<file path="src/rtl/mem_bist_pkg.sv">
// Shared memory-BIST definitions: FSM encoding, access phase and the expected-word helper.
// Used by the BIST sequencer and its read-check pipe; holds no logic of its own.
package mem_bist_pkg;

  localparam logic [2:0] ST_IDLE   = 3'd0;
  localparam logic [2:0] ST_WR0    = 3'd1;
  localparam logic [2:0] ST_RD0    = 3'd2;
  localparam logic [2:0] ST_DRAIN0 = 3'd3;
  localparam logic [2:0] ST_WR1    = 3'd4;
  localparam logic [2:0] ST_RD1    = 3'd5;
  localparam logic [2:0] ST_DRAIN1 = 3'd6;
  localparam logic [2:0] ST_DONE   = 3'd7;

  typedef enum logic [2:0] {
    IDLE   = ST_IDLE,
    WR0    = ST_WR0,
    RD0    = ST_RD0,
    DRAIN0 = ST_DRAIN0,
    WR1    = ST_WR1,
    RD1    = ST_RD1,
    DRAIN1 = ST_DRAIN1,
    DONE   = ST_DONE
  } state_t;

  typedef enum logic {
    PASS_WR = 1'b0,
    PASS_RD = 1'b1
  } phase_t;

  // Wide enough for any practical word/address width; callers zero-extend in and slice out,
  // which also truncates the address when it is wider than the data word.
  localparam int EXP_W = 64;

  function automatic logic [EXP_W-1:0] exp_word(input logic [EXP_W-1:0] pattern,
                                                input logic [EXP_W-1:0] addr,
                                                input logic             inv);
    logic [EXP_W-1:0] w;
    w = pattern ^ addr;
    return inv ? ~w : w;
  endfunction

endpackage

</file>
<file path="src/rtl/mem_bist_chk.sv">
// Read-check pipe: carries {valid, expected word, address} for READ_LATENCY cycles per read.
// Compares r_data against the head every cycle; never stalls, first-fail address and count held until clr.
module mem_bist_chk #(
  parameter int ADDR_WIDTH   = 4,
  parameter int DATA_WIDTH   = 8,
  parameter int READ_LATENCY = 1
) (
  input  logic                  clk,
  input  logic                  rst,
  input  logic                  clr,
  input  logic                  push_vld,
  input  logic [DATA_WIDTH-1:0] push_dat,
  input  logic [ADDR_WIDTH-1:0] push_addr,
  input  logic [DATA_WIDTH-1:0] r_data,
  output logic                  mismatch,
  output logic [ADDR_WIDTH-1:0] err_addr,
  output logic [ADDR_WIDTH+1:0] err_count
);
  import mem_bist_pkg::*;

  typedef struct packed {
    logic                  vld;
    logic [DATA_WIDTH-1:0] dat;
    logic [ADDR_WIDTH-1:0] addr;
  } ent_t;

  localparam logic [ADDR_WIDTH+1:0] CNT_ONE = (ADDR_WIDTH+2)'(1);

  ent_t pipe_q [READ_LATENCY];
  ent_t head;

  assign head     = pipe_q[READ_LATENCY-1];
  assign mismatch = head.vld && (r_data != head.dat);

  // Entry pushed with a read reaches the head exactly when that read's data is on r_data.
  always_ff @(posedge clk) begin
    if (rst) begin
      for (int i = 0; i < READ_LATENCY; i++) pipe_q[i] <= '0;
    end else begin
      pipe_q[0] <= '{vld: push_vld, dat: push_dat, addr: push_addr};
      for (int i = 1; i < READ_LATENCY; i++) pipe_q[i] <= pipe_q[i-1];
    end
  end

  always_ff @(posedge clk) begin
    if (rst || clr) begin
      err_count <= '0;
      err_addr  <= '0;
    end else if (mismatch) begin
      err_count <= err_count + CNT_ONE;
      if (err_count == '0) err_addr <= head.addr;
    end
  end

endmodule

</file>
<file path="src/rtl/mem_bist.sv">
// Memory BIST: writes PATTERN^addr to every word, reads back, then repeats with the inverted word.
// done after 2*(2*DEPTH+READ_LATENCY) busy cycles; start is ignored while busy, no stalls.
module mem_bist #(
  parameter int                    ADDR_WIDTH   = 4,
  parameter int                    DATA_WIDTH   = 8,
  parameter logic [DATA_WIDTH-1:0] PATTERN      = 8'hA5,
  parameter int                    READ_LATENCY = 1
) (
  input  logic                  clk,
  input  logic                  rst,
  input  logic                  start,
  output logic                  w_en,
  output logic [ADDR_WIDTH-1:0] w_addr,
  output logic [DATA_WIDTH-1:0] w_data,
  output logic                  r_en,
  output logic [ADDR_WIDTH-1:0] r_addr,
  input  logic [DATA_WIDTH-1:0] r_data,
  output logic                  busy,
  output logic                  done,
  output logic                  pass,
  output logic                  fail,
  output logic [ADDR_WIDTH-1:0] err_addr,
  output logic [ADDR_WIDTH+1:0] err_count
);
  import mem_bist_pkg::*;

  localparam logic [ADDR_WIDTH-1:0] ADDR_LAST  = '1;
  localparam logic [ADDR_WIDTH-1:0] ADDR_ONE   = ADDR_WIDTH'(1);
  localparam logic [1:0]            DRAIN_LAST = 2'(READ_LATENCY - 1);

  state_t                state, state_nxt;
  phase_t                phase;
  logic                  inv_sel;
  logic [ADDR_WIDTH-1:0] addr, addr_nxt, addr_inc;
  logic [1:0]            drain_cnt, drain_nxt;
  logic                  w_en_nxt, r_en_nxt, busy_nxt, done_nxt, pass_nxt, fail_nxt;
  logic [ADDR_WIDTH-1:0] w_addr_nxt, r_addr_nxt;
  logic [DATA_WIDTH-1:0] w_data_nxt, rd_exp;
  logic                  clr, mismatch;

  function automatic logic [DATA_WIDTH-1:0] exp_of(input logic [ADDR_WIDTH-1:0] a,
                                                   input logic                  inv);
    logic [EXP_W-1:0] p_ext;
    logic [EXP_W-1:0] a_ext;
    logic [EXP_W-1:0] full;
    p_ext                 = '0;
    p_ext[DATA_WIDTH-1:0] = PATTERN;
    a_ext                 = '0;
    a_ext[ADDR_WIDTH-1:0] = a;
    full                  = exp_word(p_ext, a_ext, inv);
    return full[DATA_WIDTH-1:0];
  endfunction

  assign addr_inc = addr + ADDR_ONE;
  assign inv_sel  = (state == WR1) || (state == RD1) || (state == DRAIN1);
  assign phase    = ((state == WR0) || (state == WR1)) ? PASS_WR : PASS_RD;
  // r_en is only high in RD0/RD1, so inv_sel already names the pass of the read on the port.
  assign rd_exp   = exp_of(r_addr, inv_sel);

  always_comb begin
    state_nxt  = state;
    addr_nxt   = addr;
    drain_nxt  = drain_cnt;
    w_en_nxt   = 1'b0;
    r_en_nxt   = 1'b0;
    w_addr_nxt = w_addr;
    w_data_nxt = w_data;
    r_addr_nxt = r_addr;
    busy_nxt   = busy;
    done_nxt   = done;
    pass_nxt   = pass;
    fail_nxt   = fail;
    clr        = 1'b0;
    case (state)
      IDLE, DONE: begin
        if (start) begin
          state_nxt  = WR0;
          addr_nxt   = '0;
          w_en_nxt   = 1'b1;
          w_addr_nxt = '0;
          w_data_nxt = exp_of('0, 1'b0);
          busy_nxt   = 1'b1;
          done_nxt   = 1'b0;
          pass_nxt   = 1'b0;
          fail_nxt   = 1'b0;
          clr        = 1'b1;
        end
      end
      WR0, WR1, RD0, RD1: begin
        if (addr == ADDR_LAST) begin
          addr_nxt = '0;
          if (phase == PASS_WR) begin
            state_nxt  = inv_sel ? RD1 : RD0;
            r_en_nxt   = 1'b1;
            r_addr_nxt = '0;
          end else begin
            state_nxt = inv_sel ? DRAIN1 : DRAIN0;
            drain_nxt = '0;
          end
        end else begin
          addr_nxt = addr_inc;
          if (phase == PASS_WR) begin
            w_en_nxt   = 1'b1;
            w_addr_nxt = addr_inc;
            w_data_nxt = exp_of(addr_inc, inv_sel);
          end else begin
            r_en_nxt   = 1'b1;
            r_addr_nxt = addr_inc;
          end
        end
      end
      DRAIN0, DRAIN1: begin
        if (drain_cnt == DRAIN_LAST) begin
          if (inv_sel) begin
            // The last read is compared on this same edge, so fold its result in here.
            state_nxt = DONE;
            busy_nxt  = 1'b0;
            done_nxt  = 1'b1;
            pass_nxt  = (err_count == '0) && !mismatch;
            fail_nxt  = (err_count != '0) || mismatch;
          end else begin
            state_nxt  = WR1;
            addr_nxt   = '0;
            w_en_nxt   = 1'b1;
            w_addr_nxt = '0;
            w_data_nxt = exp_of('0, 1'b1);
          end
        end else begin
          drain_nxt = drain_cnt + 2'd1;
        end
      end
      default: state_nxt = IDLE;
    endcase
  end

  always_ff @(posedge clk) begin
    if (rst) begin
      state     <= IDLE;
      addr      <= '0;
      drain_cnt <= '0;
      w_en      <= 1'b0;
      w_addr    <= '0;
      w_data    <= '0;
      r_en      <= 1'b0;
      r_addr    <= '0;
      busy      <= 1'b0;
      done      <= 1'b0;
      pass      <= 1'b0;
      fail      <= 1'b0;
    end else begin
      state     <= state_nxt;
      addr      <= addr_nxt;
      drain_cnt <= drain_nxt;
      w_en      <= w_en_nxt;
      w_addr    <= w_addr_nxt;
      w_data    <= w_data_nxt;
      r_en      <= r_en_nxt;
      r_addr    <= r_addr_nxt;
      busy      <= busy_nxt;
      done      <= done_nxt;
      pass      <= pass_nxt;
      fail      <= fail_nxt;
    end
  end

  mem_bist_chk #(
    .ADDR_WIDTH  (ADDR_WIDTH),
    .DATA_WIDTH  (DATA_WIDTH),
    .READ_LATENCY(READ_LATENCY)
  ) u_chk (
    .clk      (clk),
    .rst      (rst),
    .clr      (clr),
    .push_vld (r_en),
    .push_dat (rd_exp),
    .push_addr(r_addr),
    .r_data   (r_data),
    .mismatch (mismatch),
    .err_addr (err_addr),
    .err_count(err_count)
  );

endmodule

</file>
<file path="config.mk">
export PLATFORM = sky130hd
export DESIGN_NAME = mem_bist
export DESIGN_NICKNAME = d
export VERILOG_FILES = /design/src/rtl/mem_bist_pkg.sv /design/src/rtl/mem_bist_chk.sv /design/src/rtl/mem_bist.sv
export SDC_FILE = /design/constraint.sdc
export NUM_CORES = 1
export LEC_CHECK = 0
export CORE_AREA = 2 2 72 74
export CTS_CLUSTER_DIAMETER = 200
export CTS_CLUSTER_SIZE = 20
export DETAILED_ROUTE_END_ITERATION = 6
export DIE_AREA = 0 0 74 76
export GPL_ROUTABILITY_DRIVEN = 0
export PLACE_DENSITY = 0.79
export REMOVE_ABC_BUFFERS = 1
export SYNTH_ARGS = -nofsm -noshare
export SYNTH_HDL_FRONTEND = slang
export SYNTH_HIERARCHICAL = 1
export SYNTH_SLANG_ARGS = --single-unit
</file>
<file path="constraint.sdc">
create_clock -name clk -period 2.6 [get_ports clk]
set_clock_uncertainty 0.15 [all_clocks]
set_input_delay 0.39 -clock clk [delete_from_list [all_inputs] [get_ports clk]]
set_output_delay 0.39 -clock clk [all_outputs]
set_load 0.02 [all_outputs]
</file>
-- Yosys cells after proc, flatten, opt, wreduce, memory -nomap -nowiden
Memory sizes are Yosys's and may differ from the RTL's.
Index checks and enable logic that the tools add are counted.
- add/subtract/negate cells: 3
- multiply operators: 0
- divide/modulo/power cells: 0
- $lt $le $gt $ge: 0
- eq/ne operators: 20
- shift-type cells: 0
- multiplexer cells: 59
- bitwise gates (word level): 5
- reductions and logical operators: 26
- operators with widths (operator ; count):
    2-to-1 mux 8 bit ; 7
    2-to-1 mux 4 bit ; 9
    one-hot mux 4 bit (3 select lines) ; 2
    one-hot mux 8 bit (3 select lines) ; 1
    2-to-1 mux 1 bit ; 22
    inequality test 2 bit (second input constant) ; 10
    2-to-1 mux 3 bit ; 6
    inverter 8 bit ; 2
    2-to-1 mux 13 bit ; 1
    OR reduction 13 bit ; 1
    == test 3 bit (second input constant) ; 4
    one-hot mux 3 bit (3 select lines) ; 1
    AND reduction 3 bit ; 3
    2-to-1 mux 2 bit ; 4
    inequality test 8 bit ; 1
    inverter 2 -> 4 bit ; 2
    one-hot mux 1 bit (2 select lines) ; 4
    AND reduction 4 bit ; 2
    adder 6 x 1 -> 6 bit (second input constant) ; 1
    == test 3 x 2 -> 1 bit (second input constant) ; 2
    zero test 6 bit ; 1
    nonzero test 6 bit ; 1
    OR reduction 2 bit ; 3
    logical OR 1 bit ; 5
    other kinds (16) ; 18
- register bits after elaboration: 41
- latch bits: 0
- bits in writable memories: 13
- bits in read-only memories: 0
- output and inout bits: 32
- logic and storage cells: 128
- memories: 1
- memories (memory ; depth ; width ; read ports ; clocked after Yosys merged registers in ; write ports ; RTL line ; text):
    u_chk.pipe_q ; 1 ; 13 ; 1 ; 0 ; 1 ; mem_bist_chk.sv:29 ; ent_t pipe_q [READ_LATENCY];

-- Longest topological paths before layout
Gate-level depths: netlist (run 1).
An unclocked memory read counts as a cell.
- depth after elaboration: 8
- gate-level depth with buffers: 9

-- Hierarchy
The synthesis (run 1) kept the hierarchy.
- modules (own cells, without submodules) (module ; times used ; cells each ; area each (sq um)):
    mem_bist ; 1 ; 191 ; 1576.5
    mem_bist_chk ; 1 ; 95 ; 925.9

-- Worst setup path after synthesis (run 1)
Ideal clock, no wire load.
- path kind: register to register
- start: register state[0]
- end: register w_data[2]
- arrival time: 1.949 ns
- data required time: 2.319 ns
- path slack: 0.370 ns
- cell stages (with the launch flop): 9
- buffers on the path: 1
- cell sequence: dfxtp_1 -> inv_1 -> ha_1 -> and2_4 -> or3_1 -> buf_2 -> a211o_1 -> a211oi_1 -> nor3_1
- word-level cells in the longest chain between the ends: 7
- elaborated cells on any way between the ends: 24
- ends and longest elaborated chain (element ; RTL line ; text):
    start, declared ; mem_bist.sv:31 ; state_t state, state_nxt;
    start signal, assigned ; mem_bist.sv:151 ; state <= state_nxt;
    == test 3 bit (on tied branches) ; mem_bist.sv:55, mem_bist.sv:56, mem_bist.sv:74 ;
    logical OR 1 bit (2 in a row) ; mem_bist.sv:55 ; assign inv_sel = (state == WR1) || (state == RD1) || (state == DRAIN1);
    2-to-1 mux 8 bit ; mem_bist_pkg.sv:39 ; return inv ? ~w : w;
    2-to-1 mux 8 bit ; mem_bist.sv:102 ; if (phase == PASS_WR) begin
    2-to-1 mux 8 bit ; mem_bist.sv:90 ; if (addr == ADDR_LAST) begin
    one-hot mux 8 bit (3 select lines) ; mem_bist.sv:74 ; case (state)
    end signal, assigned ; mem_bist.sv:156 ; w_data <= w_data_nxt;
    end, declared ; mem_bist.sv:14 ; output logic [DATA_WIDTH-1:0] w_data,
Parallel ways exist; a longest one is shown, timed or not. The select of a mux whose other input is x is not followed.
A chain may end at the register's enable or synchronous reset.

-- Final worst setup path (run 1)
- start: register state[0]
- end: register w_data[0]
Same word-level chain as after synthesis.

==> impl_results.md, run 1 <==
* Status: finished, final reports clean
* Synth Cell Area at 0.00250 mm^2
* Drt wl/cell at between 10 and 15 um
* I/O Buffers at 42
* First-pass GRT wire length at 8600 um
* Ys async rst share at 0%
* Fin util at 63.9%
* ANT cells at 0
* Post-synthesis sequential area ratio at 41.6%
* CTS clk-pin slew, worst paths at 0.10 ns
* Worst Path Arrival at 2.46 ns
* Worst-case clock buffer depth at 2
* Combinational Power Share at about 51%
* Setup_tns at 0 ns
* GRT overflow at 0
* Commonest non-fill, non-tap cell in the layout: dfxtp_1
* Max Clk Rate at 0.415 GHz
* DR vias at roughly 2100
* # DRC at 0
* GR Util All Layers at about a fifth
* CP startpoint kind: flop
* Initial drt markers at 126
* Sequential power share at between 30% and 40%
* Fin nets at 351
* Switching pwr at 1.29 mW
* Mean Syn Cell Area at 8.75 um^2
* Final hold violation count at 0
* Unique cell type count in the Yosys netlist at 53
* Pwr per Cell Area at 995 mW/mm^2
* MaxCap Viol Count at 0
* Worst Hold Class: reg2reg
* Most frequent cells in the layout: 52 x dfxtp_1, 42 x clkdlybuf4s50_1, 30 x nor2_1
* CTS tree: done
* Gate Count Post-Synth at 286
* Power share of the clock group at roughly 15%
* Final wirelength at 5340 um
* Vias in the first global route at 1985
* Worst skew pair latency at a little over 0.3 ns
* Share of cells above drive strength 1 at 10.2%
* Sw Share at 41.2%
* Leak at 1.16 nW
* Root buf cell: clkbuf_8
* Dpl hpwl at 3900 um
* Largest net degree at the start of global routing at 43
* Final period util at 92.6%
* Die area at 0.00562 mm^2
* Synth Register Bits at 52
* Kind of critical path: reg2reg
* Routed Antenna Nets at 0
* Crit end category: flop
* Max IR drop VDD at just over 0.8 mV
* Critical Path RT at 2.65 ns
* Die W at 74 um
* Top FF cell, synth: dfxtp_1
* Slew of the pin with the lowest slew margin at about 0.95 ns
* Unrepaired setup endpoints after global routing: no
* Starting density of the core at 50.9%
* Top-level I/O count at 43
* Synth warnings at 6
* Pint at 1.84 mW
* Num CTS Buffers at 5
* Tmin final at around 2.4 ns
* Final setup vio count at 0
* DR pass1 iterations at 4
* EDFF count, synth at 0
* Crit-path max FO at 8
* Area Growth Syn to Fin at 25.4%
* Initial antenna violation count at 0
* Slew margin rel. at 36.3%
* Final Slew Violations at 0
* Clock sink count at 52
* Hold WS at 0.296 ns
* Rows at 26
* Cells after DPL at 393
* Vias per cell at 5.26
* Hold depth at 2
* Fillers at 401
* FF-to-FF path depth at 7
* H-tree Lvls at 2
* Fin cells at 402
* Die Span Y at 76 um
* R2R setup slack at 0.19 ns
* Core area at 0.00491 mm^2
[metal layers]
layer	GRT usage (%)	wire length, um	vias to the layer above
met4	6.91	79	0
met5	0	0	-
li1	-	-	1075
met1	24.2	2370	967
met3	4.76	268	9
met2	30.9	2620	64
[logic make-up after synthesis]
kind of cell | count (synthesis) | share of synthesized area, %
flip-flops | 52 | 41.6
XOR/XNOR | 20 | 7.00
AND/OR/NAND/NOR | 115 | 24.6
AO/OA/AOI/OAI | 59 | 15.5
multiplexers | 5 | 2.10
adder cells (fa/ha/maj) | 9 | 4.50
buffers and inverters | 26 | 4.70
[layout make-up]
cell class / instances / area [um^2] / share of cell area (%)
Multi-Input combinational cell: 208 / 1360 / 43.2
Clock buffer: 5 / 68.8 / 2.19
Sequential cell: 52 / 1040 / 33.2
Tap cell: 70 / 87.6 / 2.79
Clock inverter: 3 / 27.5 / 0.877
Timing Repair Buffer: 53 / 515 / 16.4
Inverter: 11 / 41.3 / 1.32
[repair_timing]
action                     in CTS  in global routing
hold buffers                    0                  0
buffers inserted                0                  1
setup endpoints to repair       0                  6
hold endpoints to repair        0                  0
resized for setup               0                  2
[critical path, cell delays in order (launching register included)]
cell,delay (ns)
dfxtp_1,0.39
inv_1,0.08
ha_1,0.30
and2_4,0.22
or3_4,0.43
a211o_4,0.39
a211oi_1,0.26
nor3_1,0.08
[cells in the mapped netlist, types with 2 or more instances]
| cell | number | area [um^2] |
|---|---|---|
| nor4_1 | 3 | 18.8 |
| xnor2_1 | 11 | 96.3 |
| a31oi_1 | 2 | 12.5 |
| o31ai_1 | 3 | 22.5 |
| nor4_4 | 2 | 42.5 |
| or3_1 | 6 | 37.5 |
| nand2b_1 | 2 | 12.5 |
| nand3_1 | 11 | 55.1 |
| or2_2 | 2 | 12.5 |
| ha_1 | 9 | 113 |
| mux2i_1 | 3 | 30.0 |
| nor2b_1 | 17 | 106 |
| buf_4 | 2 | 15.0 |
| clkbuf_1 | 6 | 22.5 |
| xor2_1 | 9 | 78.8 |
| a211oi_1 | 3 | 22.5 |
| inv_1 | 10 | 37.5 |
| dfxtp_1 | 52 | 1040 |
| o21ai_1 | 2 | 10.0 |
| nand2_1 | 21 | 78.8 |
| a21oi_1 | 23 | 115 |
| buf_1 | 2 | 7.51 |
| buf_2 | 4 | 20.0 |
| o21ai_0 | 9 | 45.0 |
| nor2_1 | 30 | 113 |
| nor3_1 | 11 | 55.1 |
| mux2_2 | 2 | 22.5 |
| o2bb2ai_1 | 3 | 26.3 |
| a211o_1 | 2 | 17.5 |
[registers in the layout, indices dropped and copies added, names as in the netlist]
name,count
addr,4
busy,1
done,1
drain_cnt,2
fail,1
pass,1
r_addr,4
r_en,1
state,3
u_chk/err_addr,4
u_chk/err_count,6
u_chk/pipe_q,13
w_addr,4
w_data,6
w_en,1
[power by group through the flow]
stage                     Combinational (mW)  Clock (mW)  Sequential, mW
after floorplan                        0.897           0            1.17
after global placement                  1.47           0            1.08
after detailed placement                1.50           0            1.08
after CTS                               1.51       0.498            1.07
after global routing                    1.71       0.527            1.08
final                                   1.58       0.477            1.07
[worst paths after layout]
path	from	to
worst min-delay path	u_chk/pipe_q[0][3]	u_chk/err_addr[3]
worst max register to register	state[0]	w_data[0]
worst max-delay path	state[0]	w_data[0]
worst min register to register	u_chk/pipe_q[0][3]	u_chk/err_addr[3]
[per-stage QoR]
stage	total power [mW]	cell area (um^2)	setup WS, ns
floorplan	2.07	2430	0.342
global placement	2.55	3020	0.185
detailed placement	2.59	3020	0.0793
CTS	3.08	3120	0.0631
global route	3.33	3140	0.0595
finish	3.12	3140	0.192
Power figures use the tool's default switching activity.
==> run 2: changes to the inputs <==
MAX_ROUTING_LAYER = met4   (was not set)
==> impl_results.md, run 2 (same netlist as run 1, synthesis figures left out) <==
* Share of cells above drive strength 1 at around a tenth
* Largest registers: u_chk/pipe_q (13), u_chk/err_count (6), w_data (6)
* Dpl hpwl at between 3000 and 4000 um
* Kind of critical path: reg2reg
* R2R Path Start: state[0]
* Hold Path Sink: u_chk/err_addr[3]
* Sequential power share at about 34%
* Worst-case clock buffer depth at 2
* Initial antenna violation count at 0
* R2R setup slack at ~0.19 ns
* Sw Share at between 40% and 50%
* Routed Antenna Nets at 0
* Initial drt markers at between 100 and 150
* DR pass1 iterations at 5
* First-pass GRT wire length at 8610 um
* Combinational Power Share at 50.6%
* Drt wl/cell at ~13 um
* Final Slew Violations at 0
* Power Total at 3.12 mW
* Worst skew pair latency at roughly 0.31 ns
* Largest net degree at the start of global routing at 43
* Pwr per Cell Area at roughly 1000 mW/mm^2
* Die W at 74 um
* Hold WS at about 0.30 ns
* Switching pwr at 1.29 mW
* FF-to-FF path depth at 7
* Slew margin rel. at between 30% and 40%
* Final instance area at about 0.0031 mm^2
* Final setup vio count at 0
* Starting density of the core at 50.9%
* GRT overflow at 0
* Area Growth Syn to Fin at 25.4%
* MaxCap Viol Count at 0
* Root buf cell: clkbuf_8
* I/O Buffers at 42
* Die area at about 0.0056 mm^2
* Commonest non-fill, non-tap cell in the layout: dfxtp_1
* Fin nets at ~350
* CTS clk-pin slew, worst paths at about 0.1 ns
* Crit-path max FO at 8
* Core area at 0.00491 mm^2
* Most frequent cells in the layout: 52 x dfxtp_1, 42 x clkdlybuf4s50_1, 30 x nor2_1
* Worst Path Arrival at 2.46 ns
* Biggest register: u_chk/pipe_q
* Top-level I/O count at 43
* Vias per cell at approximately 5.2
* Hold depth at 2
* DR vias at between 2000 and 2500
* Final hold violation count at 0
* GR Util All Layers at 19.6%
* Clock sink count at 52
* Crit end category: flop
* Number of flip-flops in the largest register at 13
* Num CTS Buffers at 5
* Placed cell areas at 0.00302 mm^2
* Hold_buf cts at 0
* Power share of the clock group at 15.3%
* # DRC at 0
* Slew of the pin with the lowest slew margin at 0.935 ns
* Final period util at ~90%
* Hold_sp: u_chk/pipe_q[0][3]
* Status: finished, final reports clean
* Leak at 1.16 nW
* ANT cells at 0
* Rows at 26
* H-tree Lvls at 2
* Pint at 1.84 mW
* Unrepaired setup endpoints after global routing: no
* Final wirelength at 5340 um
* Die Span Y at around 76 um
* Vias in the first global route at just under 2000
* Worst Hold Class: reg2reg
* Max IR drop VDD at 0.826 mV
* Worst reg2reg endpoint: w_data[0]
* CP startpoint kind: flop
* CTS tree: done
* Tmin final at around 2.4 ns
* Critical Path RT at 2.65 ns
* Setup_tns at 0 ns
* Max Clk Rate at 0.415 GHz
-- run 2: cell counts in the layout (fill, tap and decap cells not counted) --
No cell type changed its count.
-- run 2: worst max-delay path by stage --
stage,from,end,cells past startpoint
6_report,state[0],w_data[0],7
5_1_grt,state[0],r_addr[3],7
4_1_cts,state[0],w_data[0],7
3_5_place_dp,state[0],w_data[2],7
3_3_place_gp,state[0],w_data[0],7
2_1_floorplan,state[0],w_data[2],7
-- run 2: stage by stage --
stage               instances  setup slack, ns  util (%)
detailed placement        393           0.0793      61.5
CTS                       401           0.0631      63.5
finish                    402            0.193      63.9
global placement          393            0.185      61.5
global route              402           0.0595      63.9
floorplan                 271            0.342         -
-- run 2: critical path, cell delays in order, from the launching register on --
cell	delay, ns
dfxtp_1	0.39
inv_1	0.08
ha_1	0.30
and2_4	0.22
or3_4	0.43
a211o_4	0.39
a211oi_1	0.25
nor3_1	0.08
-- run 2: power groups by stage --
stage	clock [mW]	combinational, mW	sequential (mW)
2_1_floorplan	0	0.897	1.17
3_3_place_gp	0	1.47	1.08
3_5_place_dp	0	1.50	1.08
4_1_cts	0.498	1.51	1.07
5_1_grt	0.527	1.71	1.08
6_report	0.478	1.58	1.06
-- run 2: routing by layer --
| layer | track usage [%] | share of wire (%) |
|---|---|---|
| met3 | 4.76 | 6.0 |
| met1 | 24.2 | 43 |
| met5 | - | 0 |
| met2 | 30.9 | 49 |
| met4 | 6.91 | 1.4 |
-- run 2: layout make-up --
class                      instances  area (um^2)
clock buffer                       5         68.8
clock inverter                     3         27.5
fill                             401         1770
inverter                          11         41.3
multi-input combinational        208         1360
sequential                        52         1040
tap                               70         87.6
timing repair buffer              53          515
-- run 2: timing repair --
item,CTS,global route
setup endpoints to repair,0,6
resized for setup,0,2
buffers inserted,0,1
==> run 3: changes to the inputs <==
SKIP_LAST_GASP = 1   (was not set)
==> results of run 3 <==
The final DEF is identical to that of run 2; final timing and power are the same.
